File: config.mk
export PLATFORM = sky130hd
export DESIGN_NAME = div_iter
export DESIGN_NICKNAME = d
export VERILOG_FILES = /design/src/rtl/div_iter_pkg.sv /design/src/rtl/div_iter_step.sv /design/src/rtl/div_iter.sv
export SDC_FILE = /design/constraint.sdc
export NUM_CORES = 1
export LEC_CHECK = 0
export BUFFER_PORTS_ARGS = -buffer_cell sky130_fd_sc_hd__buf_2
export CAP_MARGIN = 20
export CORE_ASPECT_RATIO = 1.4
export CORE_UTILIZATION = 40
export CTS_CLUSTER_SIZE = 28
export DETAILED_ROUTE_END_ITERATION = 12
export PLACE_DENSITY = 0.6
export SYNTH_ARGS = -nofsm -noshare
export SYNTH_HDL_FRONTEND = slang
export SYNTH_SLANG_ARGS = --single-unit
File: constraint.sdc
create_clock -name clk -period 11.3 [get_ports clk]
set_input_delay 0 -clock clk [delete_from_list [all_inputs] [get_ports clk]]
set_output_delay 0 -clock clk [all_outputs]
set_load 0.02 [all_outputs]
File: src/rtl/div_iter_pkg.sv
// Shared names for the iterative divider and its EX-stage handshake:
// state encodings, start/ready levels, zero word and a debug view of the FSM.
package div_iter_pkg;

    localparam logic [1:0] DivFree   = 2'd0;
    localparam logic [1:0] DivByZero = 2'd1;
    localparam logic [1:0] DivOn     = 2'd2;
    localparam logic [1:0] DivEnd    = 2'd3;

    localparam logic DivStart = 1'b1;
    localparam logic DivStop  = 1'b0;

    localparam logic DivResultReady    = 1'b1;
    localparam logic DivResultNotReady = 1'b0;

    localparam logic [31:0] ZeroWord = 32'h0000_0000;

    typedef struct packed {
        logic [1:0] state;
        logic [4:0] count;
        logic       neg_q;
        logic       neg_r;
    } div_dbg_t;

    // Magnitude of a signed operand; 0x80000000 maps to itself read as unsigned.
    function automatic logic [31:0] abs32(input logic [31:0] v, input logic sgn);
        return (sgn && v[31]) ? (~v + 32'd1) : v;
    endfunction

endpackage

File: src/rtl/div_iter_step.sv
// One restoring radix-2 step: shift the 65-bit remainder/quotient word left
// and keep the trial subtraction of the divisor when it does not go negative.
module div_step
    import div_iter_pkg::*;
(
    input  logic [64:0] rq,
    input  logic [31:0] divisor,
    output logic [64:0] rq_next
);

    logic [64:0] shifted;
    logic [32:0] diff;

    assign shifted = rq << 1;
    // The partial remainder stays below twice the divisor, so bit 32 of the
    // 33-bit difference is exactly the borrow.
    assign diff    = shifted[64:32] - {1'b0, divisor};
    assign rq_next = diff[32] ? shifted : {diff, shifted[31:1], 1'b1};

endmodule

File: src/rtl/div_iter.sv
// Iterative 32-bit signed/unsigned divider returning {remainder, quotient}.
// Define DIV_ZERO_FAST_EN to short-cut zero divisors through the BYZERO state.
module div_iter
    import div_iter_pkg::*;
(
    input  logic        clk,
    input  logic        resetn,
    input  logic        signed_div_i,
    input  logic [31:0] opdata1_i,
    input  logic [31:0] opdata2_i,
    input  logic        start_i,
    input  logic        annul_i,
    output logic [63:0] result_o,
    output logic        ready_o,
    output div_dbg_t    dbg_o
);

    // Handshake: EX raises start_i with stable operands and holds it until it
    // sees ready_o; ready_o is high only in END and result_o is valid only then.

    logic [1:0]  state;
    logic [4:0]  count;
    logic [64:0] rq;
    logic [64:0] rq_next;
    logic [31:0] divisor;
    logic        neg_q;
    logic        neg_r;
    logic [31:0] q_fix;
    logic [31:0] r_fix;
    logic [63:0] result_fix;

    div_step u_step (
        .rq      (rq),
        .divisor (divisor),
        .rq_next (rq_next)
    );

    always_comb begin
        q_fix      = neg_q ? (~rq_next[31:0] + 32'd1)  : rq_next[31:0];
        r_fix      = neg_r ? (~rq_next[63:32] + 32'd1) : rq_next[63:32];
        result_fix = (divisor == ZeroWord) ? {ZeroWord, ZeroWord} : {r_fix, q_fix};
    end

    always_ff @(posedge clk or negedge resetn) begin
        if (!resetn) begin
            state    <= DivFree;
            count    <= 5'd0;
            rq       <= 65'd0;
            divisor  <= ZeroWord;
            neg_q    <= 1'b0;
            neg_r    <= 1'b0;
            result_o <= 64'd0;
        end else begin
            case (state)
                DivFree: begin
                    if (start_i == DivStart && !annul_i) begin
                        divisor <= abs32(opdata2_i, signed_div_i);
                        rq      <= {33'd0, abs32(opdata1_i, signed_div_i)};
                        neg_q   <= signed_div_i & (opdata1_i[31] ^ opdata2_i[31]);
                        neg_r   <= signed_div_i & opdata1_i[31];
                        count   <= 5'd0;
`ifdef DIV_ZERO_FAST_EN
                        state   <= (opdata2_i == ZeroWord) ? DivByZero : DivOn;
`else
                        state   <= DivOn;
`endif
                    end
                end
                DivByZero: begin
                    result_o <= {ZeroWord, ZeroWord};
                    state    <= DivEnd;
                end
                DivOn: begin
                    if (annul_i) begin
                        state <= DivFree;
                    end else begin
                        rq    <= rq_next;
                        count <= count + 5'd1;
                        if (count == 5'd31) begin
                            result_o <= result_fix;
                            state    <= DivEnd;
                        end
                    end
                end
                default: begin
                    if (start_i == DivStop) begin
                        state <= DivFree;
                    end
                end
            endcase
        end
    end

    assign ready_o = (state == DivEnd) ? DivResultReady : DivResultNotReady;
    assign dbg_o   = '{state: state, count: count, neg_q: neg_q, neg_r: neg_r};

endmodule
==> results.yml, run 1 <==
run_status:
  status: "finished clean"
clock_network:
  path_clk_slew_ns: 0.08
  cts_buffer_depth: 2
  cts_sinks: 169
  cts_made_buffers: 17
  clock_latency_ns: 0.45
  cts_resized: 0
  htreeDepth: 4
  root_buffer: "clkbuf_16"
  cts_tree: "built"
critical_path:
  crit_fanout: 46
  critPathMaxStageDelay_ns: 0.59
  cp-start-kind: "register"
  crit_path_end_kind: "register"
  crit_path_top_delay_cell: "ha_1"
  critPathBufInv: 1
  critPathRequiredTime_ns: 11.69
  criticalPathCategory: "register to register"
  path_delay_family: "compound AO/OA/AOI/OAI gates"
  arrival_ns: 5.80
  cpMostUsedCell: "ha_1"
  cp_cell_sequence: "ha_1, a21oi_1, o21ai_0, a21oi_4, a2111oi_4, o21a_2, nor2_4, inv_4, mux2i_1, ha_1, or2b_2, a2111oi_1, a2bb2o_4, nand2b_4, or4_1, nand3_1"
route:
  vias: 12300
  drc: 0
  drt-initial-drc-count: 764
  vias_per_cell: 5.82
  drt-pass1-iter-count: 8
  wl_per_cell_um: 19.5
  routed_wl_um: 41400
  ant_nets: 0
logic_synthesis:
  synth.largest_area_cell: "dfrtp_1"
  yosysSeqAreaShare: 0.332
  synth_cells: 1574
  synth_warnings: 0
  synth_area_leaders: "dfrtp_1, o21ai_0, nand2_1"
  avgSynthCellArea_um2: 8.10
  async_reset_ff_frac: 1.00
  syn_nets: 1682
  synth_flop_cell: "dfrtp_1"
  syn_area_um2: 12700
  synth_top_area_frac: 0.332
  synth_cell_types: 110
  synth_edf_count: 0
  synth-seq-cells: 169
die:
  core.rowCount: 77
  fp.dieW_um: 153
  io_pins: 143
  core_um2: 31500
  die_y_um: 213
  die_area_um2: 32600
  initial_core_util: 0.405
layout:
  fin_nets: 1817
  antennaDiodeCount: 0
  final_core_util: 0.465
  drive_gt1_frac: 0.144
  syn_to_final_growth_pct: 14.9
  nFillCells: 3124
timing:
  finalClockSkew_ns: 0.0116
  fin_crit_sh: 0.479
  period_minus_slack_ns: 5.41
  slew_violations: 0
  relSlewSlack: 0.266
  hold_violations: 0
  finalSetupViolCount: 0
  tns_ns: 0
  rsz0062_at_grt: "false"
  worstMarginPinSlew_ns: 1.09
  max_freq_ghz: 0.185
pwr:
  total_power_mw: 3.65
  pwr_density_cell_nw_per_um2: 249
  ir_worst_vdd_uv: 131
  total_leakage_power_nw: 6.34
global_route:
  met3_usage: 0.0302
  gr-total-overflow: 0
  use_met1: 0.279
  antenna_found_initial: 0
  grt-busiest-layer: "met2"
  grt_pass1_vias: 12000
  grt_max_degree: 102
  grt_pass1_wl_um: 65300
  grtUsageTotal: 0.259
  met2_usage: 0.486
placement:
  place.gp.congestion: 0.946
  io_buffers: 142
  post-dp-hpwl_um: 30900
worst_hold_path:
  hold_path.class: "input port to register"
job:
  maxCapViolCount: 0
==> Yosys cell counts (all sizes together) (27+ instances only) <==
master and number:
a21oi 158, clkbuf 57, dfrtp 169, ha 38
inv 58, nand2 211, nand3 27, nor2 148
nor3 32, o21ai 188, xnor2 59, xor2 70
==> worst min-delay path: cells and delay by family <==
| kind | cells | cell delay (ns) |
|---|---|---|
| buf+inv | 1 | 0.11 |
| compound gates | 2 | 0.17 |
| xor+xnor | 1 | 0.07 |
| simple gates | 1 | 0.08 |
==> where the power goes <==
part | internal, mW | total [mW] | leakage (nW) | switching, mW
registers | 0.704 | 0.876 | 2.21 | 0.172
logic | 0.777 | 2.18 | 3.86 | 1.41
clock network | 0.310 | 0.592 | 0.273 | 0.282
==> cell usage in the layout (no fill, tap or decap), types with 11 or more instances in the layout <==
| cell type | n |
|---|---|
| buf_2 | 141 |
| o21ai_1 | 17 |
| o31ai_1 | 24 |
| nand3_1 | 27 |
| a21oi_1 | 156 |
| nor2_1 | 145 |
| xnor2_1 | 59 |
| xor2_1 | 70 |
| o21ai_0 | 167 |
| nor4_1 | 21 |
| o211ai_1 | 11 |
| clkbuf_16 | 17 |
| inv_1 | 57 |
| or3_1 | 22 |
| mux2i_1 | 20 |
| nand4_1 | 21 |
| or4_1 | 13 |
| ha_1 | 38 |
| nor3_1 | 31 |
| dlygate4sd3_1 | 47 |
| dfrtp_1 | 169 |
| nand2_1 | 210 |
| a31oi_1 | 11 |
==> logic make-up after synthesis <==
kind of cell	synth area share
muxes	0.0195
xor gates and xnor gates	0.0886
and+or+nand+nor	0.210
DFF	0.332
adders and majority gates	0.0389
buffers and inverters	0.0536
AOI/OAI and AO/OA	0.258
==> registers in the layout (all words and copies together), names as in the netlist <==
register and flops:
result_o 64, count 5, rq 64, state 2, neg_r 1, divisor 32
neg_q 1
==> per-layer routing <==
layer,vias up,wire length (um)
met5,-,0
met4,0,2230
met3,109,1160
met2,296,21900
met1,5979,16100
li1,5933,-
==> area by class of cell <==
cell class	instances	area, um^2	area share
repair buffers	200	1270	0.0865
well taps	395	494	0.0337
clock buffers	19	433	0.0296
flip-flops and latches	169	4230	0.289
clock inverters	13	136	0.00931
multi-input cells	1262	7860	0.537
inverters	59	224	0.0153
==> stage by stage <==
| stage | hold WS (ns) | instance area (um^2) | cells | worst slack [ns] |
|---|---|---|---|---|
| after floorplan | -0.296 | 12700 | 1574 | 6.58 |
| after global placement | 0.197 | 13600 | 2037 | 6.07 |
| after detailed placement | 0.207 | 13600 | 2037 | 5.94 |
| after CTS | 0.00856 | 14600 | 2116 | 5.91 |
| after global routing | 0.0413 | 14600 | 2117 | 5.39 |
| final | 0.0199 | 14600 | 2117 | 5.89 |
==> final timing paths <==
check | from | to | slack (ns) | cells past startpoint
max in group asynchronous | resetn | result_o[50] | 9.53 | 3
worst max-delay path | rq[40] | result_o[62] | 5.89 | 16
worst max register to register | rq[40] | result_o[62] | 5.89 | 16
worst min register to register | result_o[53] | result_o[53] | 0.47 | 2
worst min-delay path | opdata1_i[29] | rq[29] | 0.02 | 5
min in group asynchronous | resetn | state[1] | 0.23 | 2
==> timing repair <==
| item | 4_1_cts | 5_1_grt |
|---|---|---|
| hold buffers | 47 | 0 |
| buffers inserted | 0 | 0 |
| hold endpoints to repair | 144 | 0 |
No activity file was read; power rests on OpenSTA's default activity.
==> run 2, diff against run 1 <==
==> constraint.sdc (replaced) <==
create_clock -name clk -period 5.2 [get_ports clk]
set_input_delay 0 -clock clk [delete_from_list [all_inputs] [get_ports clk]]
set_output_delay 0 -clock clk [all_outputs]
set_load 0.02 [all_outputs]
==> run 2 against run 1 <==
Die area is the same. Largest power group unchanged. Total power grew 120%. First-iteration DRC count down 9.3%. Fmax rose by 13%. Flip-flop and latch count stayed put. Cell area grew 0.19%. Global-route usage rose by 0.14 points. Clock skew grew 0.0024 ns. Worst hold slack got worse by 0.0054 ns. Worst setup slack got worse by 5.5 ns. Core utilization rose by 0.087 points. Clock-buffer cell count rose by 1.
==> results.yml, run 2 (synthesis gave the netlist of run 1 again) <==
layout:
  antennaDiodeCount: 0
  fin_nets: 1822
  final_common_cell: "nand2_1"
  syn_to_final_growth_pct: 15.1
  layout_common_cells: "nand2_1, dfrtp_1, o21ai_0"
  top_regs: "result_o (64), rq (64), divisor (32)"
  final_cells: 2122
  drive_gt1_frac: 0.151
  nFillCells: 3155
clock_network:
  cts_buffer_depth: 2
  postCtsHoldBufs: 40
  cts_sinks: 169
  cts_setup_buffers: 0
  cts_resized: 0
  cts_tree: "built"
  cts_made_buffers: 17
  path_clk_slew_ns: 0.07
  root_buffer: "clkbuf_16"
  clock_latency_ns: 0.44
  htreeDepth: 4
critical_path:
  crit_fanout: 10
  critPathRequiredTime_ns: 5.57
  crit_path_end_kind: "register"
  arrival_ns: 5.14
  cp-start-kind: "register"
  criticalPathCategory: "register to register"
route:
  drc: 0
  drt-pass1-iter-count: 5
  vias: 12300
  ant_nets: 0
  wl_per_cell_um: 19.7
  routed_wl_um: 41800
  drt-initial-drc-count: 693
  vias_per_cell: 5.80
timing:
  relSlewSlack: 0.317
  finalClockSkew_ns: 0.0140
  slew_violations: 0
  max_freq_ghz: 0.210
  setup_ws_ns: 0.427
  finalSetupViolCount: 0
  fin_hold_ws_ns: 0.0144
  period_minus_slack_ns: 4.77
  worstMarginPinSlew_ns: 1.02
  tns_ns: 0
  fin_crit_sh: 0.918
  rsz0062_at_grt: "false"
  hold_violations: 0
placement:
  post-dp-hpwl_um: 31800
  io_buffers: 142
  pre_cts_slack_ns: 0.444
  dp.cells: 2048
  place.gp.congestion: 0.959
global_route:
  grtUsageTotal: 0.260
  antenna_found_initial: 0
  grt_pass1_wl_um: 65300
  gr-total-overflow: 0
  grt_max_degree: 80
  grt_pass1_vias: 12000
die:
  die_y_um: 213
  fp.dieW_um: 153
  core_um2: 31500
  die_area_um2: 32600
  core.rowCount: 77
  initial_core_util: 0.405
  io_pins: 143
job:
  maxCapViolCount: 0
pwr:
  pwr_density_cell_nw_per_um2: 543
  ir_worst_vdd_uv: 311
  total_leakage_power_nw: 6.37
worst_hold_path:
  hold_path.class: "input port to register"
run_status:
  status: "finished clean"
==> run 2: worst max-delay path, cell delays in order, from the launching register on <==
cell       delay (ns)
dfrtp_1          0.44
ha_1             0.51
nand2_1          0.15
o21ai_0          0.40
a21oi_4          0.14
a2111oi_4        0.46
o21a_2           0.21
nor2_4           0.05
inv_4            0.12
mux2i_1          0.29
ha_1             0.23
or2b_2           0.31
a2111oi_1        0.50
a2bb2o_4         0.26
nand2b_4         0.14
or4_1            0.39
nand3_1          0.09
==> run 2: path summary, 6_finish.rpt <==
check                                    from            to  slack [ns]  cells after the start
worst max-delay path                   rq[41]  result_o[62]        0.43                     16
worst min-delay path            opdata2_i[13]   divisor[13]        0.01                      3
worst max register to register         rq[41]  result_o[62]        0.43                     16
worst min register to register   result_o[39]  result_o[39]        0.48                      2
max in group asynchronous              resetn  result_o[46]        3.86                      3
min in group asynchronous              resetn         rq[7]        0.15                      2
==> run 2: power breakdown <==
group	internal [mW]	leakage (nW)	switching, mW	total, mW
registers	1.53	2.21	0.379	1.91
logic	1.73	3.89	3.07	4.80
clock network	0.653	0.273	0.597	1.25
total	3.92	6.37	4.04	7.96
==> run 2: routing by layer <==
metal / wire (um) / part of all wire / up-vias / track usage
li1: - / - / 5947 / -
met1: 16100 / 0.39 / 5924 / 0.279
met2: 22300 / 0.53 / 341 / 0.498
met3: 1360 / 0.033 / 91 / 0.0284
met4: 2000 / 0.048 / 0 / 0.143
met5: 0 / 0 / - / 0
==> run 2: cell type report <==
cell class	count	area, um^2	area share
Sequential cell	169	4230	0.288
Timing Repair Buffer	205	1300	0.0885
Inverter	59	224	0.0153
Multi-Input combinational cell	1262	7860	0.536
Clock inverter	12	109	0.00742
Clock buffer	20	457	0.0311
Tap cell	395	494	0.0337
==> run 2: stage by stage <==
stage / utilization / power, mW / area (um^2)
2_1_floorplan: - / 5.39 / 12700
3_3_place_gp: 0.434 / 6.63 / 13700
3_5_place_dp: 0.434 / 6.67 / 13700
4_1_cts: 0.465 / 7.96 / 14700
5_1_grt: 0.466 / 8.50 / 14700
6_report: 0.466 / 7.96 / 14700
